===== src/rtl/score_pkg.sv =====
// Shared score types: duration encoding, slot entry layout and the silence code.
// Also used by musicscore when it decodes slot reads.
package score_pkg;

    localparam int         RUN_W        = 5;
    localparam logic [7:0] NOTE_SILENCE = 8'h00;

    typedef enum logic [3:0] {
        DUR_NONE    = 4'b0000,
        DUR_EIGHTH  = 4'b0001,
        DUR_QUARTER = 4'b0010,
        DUR_HALF    = 4'b0100,
        DUR_WHOLE   = 4'b1000
    } dur_t;

    typedef struct packed {
        logic [7:0] note;
        dur_t       dur;
    } slot_t;

endpackage


===== src/rtl/duration_quantizer.sv =====
// Maps a run length (in detector windows) to a note duration.
// emit_ok is low for runs too short to draw.
module duration_quantizer
    import score_pkg::*;
#(
    parameter logic [RUN_W-1:0] EIGHTH_MIN  = 5'd2,
    parameter logic [RUN_W-1:0] QUARTER_MIN = 5'd4,
    parameter logic [RUN_W-1:0] HALF_MIN    = 5'd8,
    parameter logic [RUN_W-1:0] WHOLE_MIN   = 5'd16
) (
    input  logic [RUN_W-1:0] run_cnt,
    output dur_t             dur,
    output logic             emit_ok
);

    always_comb begin
        dur     = DUR_NONE;
        emit_ok = 1'b0;
        if (run_cnt >= WHOLE_MIN) begin
            dur     = DUR_WHOLE;
            emit_ok = 1'b1;
        end else if (run_cnt >= HALF_MIN) begin
            dur     = DUR_HALF;
            emit_ok = 1'b1;
        end else if (run_cnt >= QUARTER_MIN) begin
            dur     = DUR_QUARTER;
            emit_ok = 1'b1;
        end else if (run_cnt >= EIGHTH_MIN) begin
            dur     = DUR_EIGHTH;
            emit_ok = 1'b1;
        end
    end

endmodule


===== src/rtl/note_scheduler.sv =====
// Turns per-window pitch codes into quantised score entries committed during vblank.
// Optional build macro REST_DETECT_EN: silence runs are tracked and emitted as rests.
module note_scheduler
    import score_pkg::*;
#(
    parameter int               NUM_SLOTS   = 16,
    parameter int               SLOT_W      = $clog2(NUM_SLOTS),
    parameter logic [RUN_W-1:0] EIGHTH_MIN  = 5'd2,
    parameter logic [RUN_W-1:0] QUARTER_MIN = 5'd4,
    parameter logic [RUN_W-1:0] HALF_MIN    = 5'd8,
    parameter logic [RUN_W-1:0] WHOLE_MIN   = 5'd16,
    parameter logic [RUN_W-1:0] RUN_MAX     = 5'd22
) (
    input  logic              clk,
    input  logic              reset,
    input  logic              sample_valid,
    input  logic [7:0]        note,
    input  logic              vblank,
    input  logic [SLOT_W-1:0] rd_slot,
    output logic [7:0]        rd_note,
    output logic [3:0]        rd_dur,
    output logic              rd_valid,
    output logic [SLOT_W:0]   slot_count,
    output logic              page_clear,
    output logic              overflow
);

`ifdef REST_DETECT_EN
    localparam bit REST_EN = 1'b1;
`else
    localparam bit REST_EN = 1'b0;
`endif

    localparam logic [SLOT_W:0] FULL_COUNT = (SLOT_W+1)'(NUM_SLOTS);

    typedef enum logic {ST_IDLE, ST_TRACK} state_t;

    state_t            state_reg, state_next;
    logic [7:0]        cur_note_reg, cur_note_next;
    logic [RUN_W-1:0]  run_cnt_reg, run_cnt_next;
    logic              emit_valid;
    slot_t             emit_entry;
    dur_t              q_dur;
    logic              q_ok;
    logic              track_ok;

    slot_t             pending_reg;
    logic              pending_valid_reg;
    logic              overflow_reg;
    logic              page_clear_reg;
    logic [SLOT_W-1:0] wr_ptr_reg;
    logic [SLOT_W:0]   slot_count_reg;
    logic [NUM_SLOTS-1:0] valid_reg;
    slot_t             rd_entry_reg;
    logic              rd_valid_reg;

    logic              commit;
    logic              page_full;
    logic [SLOT_W-1:0] wr_addr;

    duration_quantizer #(
        .EIGHTH_MIN (EIGHTH_MIN),
        .QUARTER_MIN(QUARTER_MIN),
        .HALF_MIN   (HALF_MIN),
        .WHOLE_MIN  (WHOLE_MIN)
    ) u_quant (
        .run_cnt(run_cnt_reg),
        .dur    (q_dur),
        .emit_ok(q_ok)
    );

    // Silence starts a run only when rests are being drawn.
    assign track_ok = (note != NOTE_SILENCE) || REST_EN;

    always_ff @(posedge clk) begin
        if (reset) begin
            state_reg    <= ST_IDLE;
            cur_note_reg <= NOTE_SILENCE;
            run_cnt_reg  <= '0;
        end else begin
            state_reg    <= state_next;
            cur_note_reg <= cur_note_next;
            run_cnt_reg  <= run_cnt_next;
        end
    end

    always_comb begin
        state_next      = state_reg;
        cur_note_next   = cur_note_reg;
        run_cnt_next    = run_cnt_reg;
        emit_valid      = 1'b0;
        emit_entry.note = cur_note_reg;
        emit_entry.dur  = DUR_NONE;
        if (sample_valid) begin
            case (state_reg)
                ST_IDLE: begin
                    if (track_ok) begin
                        state_next    = ST_TRACK;
                        cur_note_next = note;
                        run_cnt_next  = 5'd1;
                    end
                end
                ST_TRACK: begin
                    if (note == cur_note_reg) begin
                        // A very long note is split into tied wholes.
                        if (run_cnt_reg + 5'd1 == RUN_MAX) begin
                            emit_valid     = 1'b1;
                            emit_entry.dur = DUR_WHOLE;
                            run_cnt_next   = '0;
                        end else if (run_cnt_reg != RUN_MAX) begin
                            run_cnt_next = run_cnt_reg + 5'd1;
                        end
                    end else begin
                        emit_valid     = q_ok;
                        emit_entry.dur = q_dur;
                        if (track_ok) begin
                            cur_note_next = note;
                            run_cnt_next  = 5'd1;
                        end else begin
                            state_next   = ST_IDLE;
                            run_cnt_next = '0;
                        end
                    end
                end
                default: state_next = ST_IDLE;
            endcase
        end
    end

    assign commit    = vblank && pending_valid_reg;
    assign page_full = (slot_count_reg == FULL_COUNT);
    assign wr_addr   = page_full ? '0 : wr_ptr_reg;

    always_ff @(posedge clk) begin
        if (reset) begin
            pending_reg       <= '0;
            pending_valid_reg <= 1'b0;
            overflow_reg      <= 1'b0;
            page_clear_reg    <= 1'b0;
            wr_ptr_reg        <= '0;
            slot_count_reg    <= '0;
        end else begin
            page_clear_reg <= commit && page_full;
            // A committing entry frees the pending slot in the same cycle.
            if (emit_valid) begin
                if (!pending_valid_reg || commit) begin
                    pending_reg       <= emit_entry;
                    pending_valid_reg <= 1'b1;
                end else begin
                    overflow_reg <= 1'b1;
                end
            end else if (commit) begin
                pending_valid_reg <= 1'b0;
            end
            if (commit) begin
                if (page_full) begin
                    wr_ptr_reg     <= SLOT_W'(1);
                    slot_count_reg <= (SLOT_W+1)'(1);
                end else begin
                    wr_ptr_reg     <= wr_ptr_reg + SLOT_W'(1);
                    slot_count_reg <= slot_count_reg + (SLOT_W+1)'(1);
                end
            end
        end
    end

    generate
        for (genvar gi = 0; gi < NUM_SLOTS; gi++) begin : g_valid
            logic valid_bit_reg;
            always_ff @(posedge clk) begin
                if (reset) begin
                    valid_bit_reg <= 1'b0;
                end else if (commit) begin
                    if (page_full) begin
                        valid_bit_reg <= (gi == 0);
                    end else if (wr_addr == SLOT_W'(gi)) begin
                        valid_bit_reg <= 1'b1;
                    end
                end
            end
            assign valid_reg[gi] = valid_bit_reg;
        end
    endgenerate

    slot_t slot_mem [NUM_SLOTS];

    always_ff @(posedge clk) begin
        if (commit) begin
            slot_mem[wr_addr] <= pending_reg;
        end
    end

    always_ff @(posedge clk) begin
        if (reset) begin
            rd_entry_reg <= '0;
            rd_valid_reg <= 1'b0;
        end else begin
            rd_entry_reg <= slot_mem[rd_slot];
            rd_valid_reg <= valid_reg[rd_slot];
        end
    end

    assign rd_note    = rd_entry_reg.note;
    assign rd_dur     = rd_entry_reg.dur;
    assign rd_valid   = rd_valid_reg;
    assign slot_count = slot_count_reg;
    assign page_clear = page_clear_reg;
    assign overflow   = overflow_reg;

endmodule

===== config.mk =====
export PLATFORM = sky130hd
export DESIGN_NAME = note_scheduler
export DESIGN_NICKNAME = d
export VERILOG_FILES = /design/src/rtl/score_pkg.sv /design/src/rtl/duration_quantizer.sv /design/src/rtl/note_scheduler.sv
export SDC_FILE = /design/constraint.sdc
export NUM_CORES = 1
export LEC_CHECK = 0
export ABC_AREA = 1
export BUFFER_PORTS_ARGS = -buffer_cell sky130_fd_sc_hd__clkbuf_2
export CAP_MARGIN = 20
export CORE_ASPECT_RATIO = 0.75
export CORE_UTILIZATION = 38
export CTS_CLUSTER_DIAMETER = 60
export DETAILED_ROUTE_END_ITERATION = 8
export PLACE_DENSITY = 0.56
export SETUP_SLACK_MARGIN = 0.05
export SLEW_MARGIN = 20
export SYNTH_ARGS = -nofsm -noshare
export SYNTH_HDL_FRONTEND = slang
export SYNTH_SLANG_ARGS = --single-unit
export TNS_END_PERCENT = 5

===== constraint.sdc =====
create_clock -name clk -period 2.4 [get_ports clk]
set_clock_uncertainty 0.05 [all_clocks]
set_input_delay 0.24 -clock clk [delete_from_list [all_inputs] [get_ports clk]]
set_output_delay 0.24 -clock clk [all_outputs]
set_load 0.01 [all_outputs]

==> impl_metrics.xml <==
<?xml version="1.0" encoding="UTF-8"?>
<metrics>
  <group name="clock_tree">
    <metric name="cts_num_sinks" unit="">259</metric>
    <metric name="clockBufferDepth" unit="">3</metric>
    <metric name="numCtsBuffers" unit="">27</metric>
    <metric name="clk-insertion-delay-late" unit="ps">550</metric>
    <metric name="cts-htree-levels" unit="">1</metric>
    <metric name="cts.clk_slew.worst_paths" unit="ps">60</metric>
    <metric name="cts-resized-gates" unit="">0</metric>
    <metric name="clock-root-buffer" unit="">sky130_fd_sc_hd__clkbuf_16</metric>
    <metric name="tritoncts" unit="">built</metric>
  </group>
  <group name="worst_setup_path">
    <metric name="timing.critical_path.arrival" unit="ps">2300</metric>
    <metric name="critical_path.startpoint_type" unit="">register</metric>
    <metric name="reg2reg_from" unit="">slot_count[0]$_SDFFE_PP0P_</metric>
    <metric name="required" unit="ps">2590</metric>
    <metric name="crit_path_end_kind" unit="">register</metric>
    <metric name="path_class" unit="">register to register</metric>
    <metric name="crit_fanout" unit="">12</metric>
    <metric name="worstSetupStartpoint" unit="">slot_count[0]$_SDFFE_PP0P_</metric>
  </group>
  <group name="sta">
    <metric name="report.final.setup_viol" unit="">0</metric>
    <metric name="rsz0062_at_grt" unit="">true</metric>
    <metric name="finalCriticalPeriod" unit="ps">2110</metric>
    <metric name="hold_viol_final" unit="">0</metric>
    <metric name="finalHoldWorstSlack" unit="ps">28.3</metric>
    <metric name="timing.setup.tns" unit="ps">0</metric>
    <metric name="slew-limit-headroom" unit="%">45.4</metric>
    <metric name="maxSlewViolCount" unit="">0</metric>
    <metric name="finalWorstSetupSlack" unit="ps">286</metric>
    <metric name="final.period_utilization" unit="%">88.1</metric>
    <metric name="timing_worst_slew_pin_value" unit="ps">818</metric>
    <metric name="fmax" unit="GHz">0.473</metric>
  </group>
  <group name="power">
    <metric name="powerDensity" unit="nW/µm²">799</metric>
    <metric name="worst_ir_drop_vdd" unit="V">0.000529</metric>
    <metric name="total_power" unit="µW">9790</metric>
    <metric name="net-switching-power" unit="µW">2190</metric>
    <metric name="sequential_power_share" unit="%">50.4</metric>
    <metric name="sw_frac_of_total" unit="%">22.3</metric>
    <metric name="cell_internal_pwr" unit="µW">7600</metric>
    <metric name="comb_power_share" unit="%">5.5</metric>
    <metric name="power_frac_clock" unit="%">44.1</metric>
    <metric name="cellLeakagePower" unit="µW">0.00457</metric>
  </group>
  <group name="floorplanning">
    <metric name="io-pin-count" unit="">36</metric>
    <metric name="starting_density_of_the_core" unit="%">38.8</metric>
    <metric name="die_width" unit="µm">194</metric>
    <metric name="design.die.area" unit="µm²">28300</metric>
    <metric name="floorplan.rows" unit="">52</metric>
    <metric name="fp.coreArea" unit="µm²">27100</metric>
    <metric name="die_h" unit="µm">146</metric>
  </group>
  <group name="placed_design">
    <metric name="place.detailed.instances" unit="">1333</metric>
    <metric name="pre_cts_ws" unit="ps">294</metric>
    <metric name="buffer_ports.inserted" unit="">35</metric>
    <metric name="hpwl" unit="µm">15800</metric>
    <metric name="gp_congestion" unit="">0.824</metric>
  </group>
  <group name="layout">
    <metric name="final_layout_size_suffix_gt1_share" unit="%">13.0</metric>
    <metric name="flip_flop_count_of_the_largest_register_all_copies_and_words_added" unit="">192</metric>
    <metric name="antenna_cells" unit="">0</metric>
    <metric name="flow.area_growth_from_synthesis" unit="%">16.6</metric>
    <metric name="finish.net_count" unit="">1042</metric>
    <metric name="fin_cells" unit="">1391</metric>
  </group>
  <group name="yosys">
    <metric name="synth_cells" unit="">958</metric>
    <metric name="yosys.cell_types.count" unit="">37</metric>
    <metric name="synthesis.nets" unit="">981</metric>
    <metric name="post_synth.cell_area_avg" unit="µm²">11.0</metric>
    <metric name="synth.cell_area" unit="µm²">10500</metric>
    <metric name="synth-seq-area-share" unit="%">67.6</metric>
    <metric name="synth_seq_cells" unit="">259</metric>
    <metric name="ys_warn_count" unit="">0</metric>
  </group>
  <group name="grt">
    <metric name="wire_length_of_the_first_global_routing_pass" unit="µm">40400</metric>
    <metric name="grt_util_all_layers" unit="%">18.3</metric>
    <metric name="largest_net_degree_at_the_start_of_global_routing" unit="">86</metric>
    <metric name="global_route.peak_usage_layer" unit="">met1</metric>
    <metric name="grt_use_met1" unit="%">28.4</metric>
    <metric name="groute.layer.met2.usage" unit="%">27.1</metric>
    <metric name="grt.met3_usage" unit="%">2.45</metric>
    <metric name="number_of_antenna_violations_at_the_first_check_in_global_routing" unit="">0</metric>
    <metric name="grt-ovfl-total" unit="">0</metric>
    <metric name="grt_pass1_vias" unit="">6870</metric>
  </group>
  <group name="worst_hold_path">
    <metric name="hold_class" unit="">input pin to register</metric>
    <metric name="hp-start" unit="">sample_valid</metric>
  </group>
  <group name="detailed_routing">
    <metric name="residual_drc" unit="">0</metric>
    <metric name="routed_wire_length_per_instance" unit="µm">18.4</metric>
    <metric name="routed-via-count" unit="">7190</metric>
    <metric name="detail_route.first_pass.iterations" unit="">5</metric>
    <metric name="viasPerCell" unit="">5.17</metric>
    <metric name="detail_route.wirelength" unit="µm">25500</metric>
    <metric name="final_antenna_net_count" unit="">0</metric>
    <metric name="drt_iter0_markers" unit="">661</metric>
  </group>
  <group name="status">
    <metric name="outcome" unit="">completed</metric>
  </group>
  <group name="job">
    <metric name="max_cap_violations" unit="">0</metric>
  </group>
</metrics>
-- area by class of cell --
type / instances / area [µm²]
Fill cell: 2536 / 14800
Sequential cell: 259 / 7110
Clock inverter: 10 / 148
Inverter: 79 / 297
Clock buffer: 40 / 774
Timing Repair Buffer: 85 / 621
Tap cell: 351 / 439
Multi-Input combinational cell: 567 / 2870
-- cells in the mapped netlist --
| library cell | n | area share [%] |
|---|---|---|
| sky130_fd_sc_hd__a211oi_1 | 2 | 0.14 |
| sky130_fd_sc_hd__a21oi_1 | 43 | 2.0 |
| sky130_fd_sc_hd__a31oi_1 | 1 | 0.060 |
| sky130_fd_sc_hd__and3_1 | 1 | 0.060 |
| sky130_fd_sc_hd__buf_2 | 18 | 0.86 |
| sky130_fd_sc_hd__buf_4 | 3 | 0.21 |
| sky130_fd_sc_hd__buf_6 | 1 | 0.11 |
| sky130_fd_sc_hd__clkbuf_1 | 30 | 1.1 |
| sky130_fd_sc_hd__clkbuf_2 | 1 | 0.048 |
| sky130_fd_sc_hd__clkinv_1 | 1 | 0.036 |
| sky130_fd_sc_hd__dfxtp_1 | 67 | 13 |
| sky130_fd_sc_hd__edfxtp_1 | 192 | 55 |
| sky130_fd_sc_hd__ha_1 | 7 | 0.83 |
| sky130_fd_sc_hd__inv_1 | 73 | 2.6 |
| sky130_fd_sc_hd__inv_2 | 5 | 0.18 |
| sky130_fd_sc_hd__nand2_1 | 84 | 3.0 |
| sky130_fd_sc_hd__nand2_2 | 5 | 0.30 |
| sky130_fd_sc_hd__nand3_1 | 22 | 1.0 |
| sky130_fd_sc_hd__nand3_4 | 2 | 0.33 |
| sky130_fd_sc_hd__nand4_1 | 5 | 0.30 |
| sky130_fd_sc_hd__nand4_4 | 1 | 0.20 |
| sky130_fd_sc_hd__nor2_1 | 185 | 6.6 |
| sky130_fd_sc_hd__nor2_2 | 1 | 0.060 |
| sky130_fd_sc_hd__nor2_4 | 3 | 0.32 |
| sky130_fd_sc_hd__nor3_1 | 8 | 0.38 |
| sky130_fd_sc_hd__nor3b_1 | 1 | 0.071 |
| sky130_fd_sc_hd__nor4_1 | 2 | 0.12 |
| sky130_fd_sc_hd__o211ai_1 | 20 | 1.4 |
| sky130_fd_sc_hd__o21a_1 | 1 | 0.071 |
| sky130_fd_sc_hd__o21ai_0 | 110 | 5.2 |
| sky130_fd_sc_hd__o21ai_1 | 5 | 0.24 |
| sky130_fd_sc_hd__o21bai_1 | 1 | 0.071 |
| sky130_fd_sc_hd__o221ai_1 | 31 | 2.6 |
| sky130_fd_sc_hd__o22ai_1 | 17 | 1.0 |
| sky130_fd_sc_hd__o31ai_1 | 1 | 0.071 |
| sky130_fd_sc_hd__xnor2_1 | 4 | 0.33 |
| sky130_fd_sc_hd__xor2_1 | 4 | 0.33 |
-- cell families (layout without fill, tap and decap cells) --
family,count (synthesis),after routing,synth area share (%)
compound gates,232,232,13.0
buf+inv,132,214,5.12
simple gates,320,320,12.8
flops,259,259,67.6
fa+ha+maj,7,7,0.833
xor+xnor,8,8,0.667
-- worst paths after layout --
kind	endpoint	slack, ps	depth (start not counted)
hold / removal	state_reg$_SDFFE_PP0P_	30	4
setup / recovery	slot_mem[9][8]$_DFFE_PP_	290	10
setup reg to reg	slot_mem[9][8]$_DFFE_PP_	290	10
hold reg to reg	wr_ptr_reg[3]$_SDFFE_PP0P_	410	1
-- stage by stage --
stage | cell area (µm²) | utilization (%)
3_5_place_dp | 11200 | 41.6
5_1_grt | 12300 | 45.3
4_1_cts | 12300 | 45.3
6_report | 12300 | 45.3
3_3_place_gp | 11200 | 41.6
2_1_floorplan | 10500 | -
-- cell usage in the layout (no fill, tap or decap), drive strengths merged --
cell         instances
a211oi               2
a21oi               43
a31oi                1
and3                 1
buf                 43
bufinv               3
clkbuf              74
clkinv               5
clkinvlp             1
dfxtp               67
dlygate4sd3          8
edfxtp             192
ha                   7
inv                 80
nand2               89
nand3               24
nand4                6
nor2               189
nor3                 8
nor3b                1
nor4                 2
o211ai              20
o21a                 1
o21ai              115
o21bai               1
o221ai              31
o22ai               17
o31ai                1
xnor2                4
xor2                 4
-- power by group through the flow --
stage	logic, µW	registers, µW	clock network [µW]
2_1_floorplan	343	5000	0
3_3_place_gp	528	5030	0
3_5_place_dp	529	5030	0
4_1_cts	541	4930	4410
5_1_grt	603	4940	4580
6_report	538	4930	4320
-- metal layers --
metal	vias to the layer above	routed length, µm	part of all wire (%)
met4	0	411	1.6
met1	3461	12700	50
met3	40	1460	5.7
met2	202	11000	43
li1	3487	-	-
met5	-	0	0
-- critical path, stage by stage (launching register included) --
cell and delay (ps):
sky130_fd_sc_hd__dfxtp_1 390, sky130_fd_sc_hd__inv_1 80, sky130_fd_sc_hd__ha_1 190, sky130_fd_sc_hd__nand4_1 130, sky130_fd_sc_hd__inv_1 120, sky130_fd_sc_hd__nor2_1 140, sky130_fd_sc_hd__inv_1 90, sky130_fd_sc_hd__nor2_1 200
sky130_fd_sc_hd__nand2_1 120, sky130_fd_sc_hd__inv_1 70, sky130_fd_sc_hd__buf_4 220
-- timing repair --
action                                  4_1_cts  5_1_grt
setup buffers                                 0        0
endpoints found under the setup margin        0       51
hold endpoints to repair                      8        0
hold buffers                                  8        0
Power figures use the tool's default switching activity.
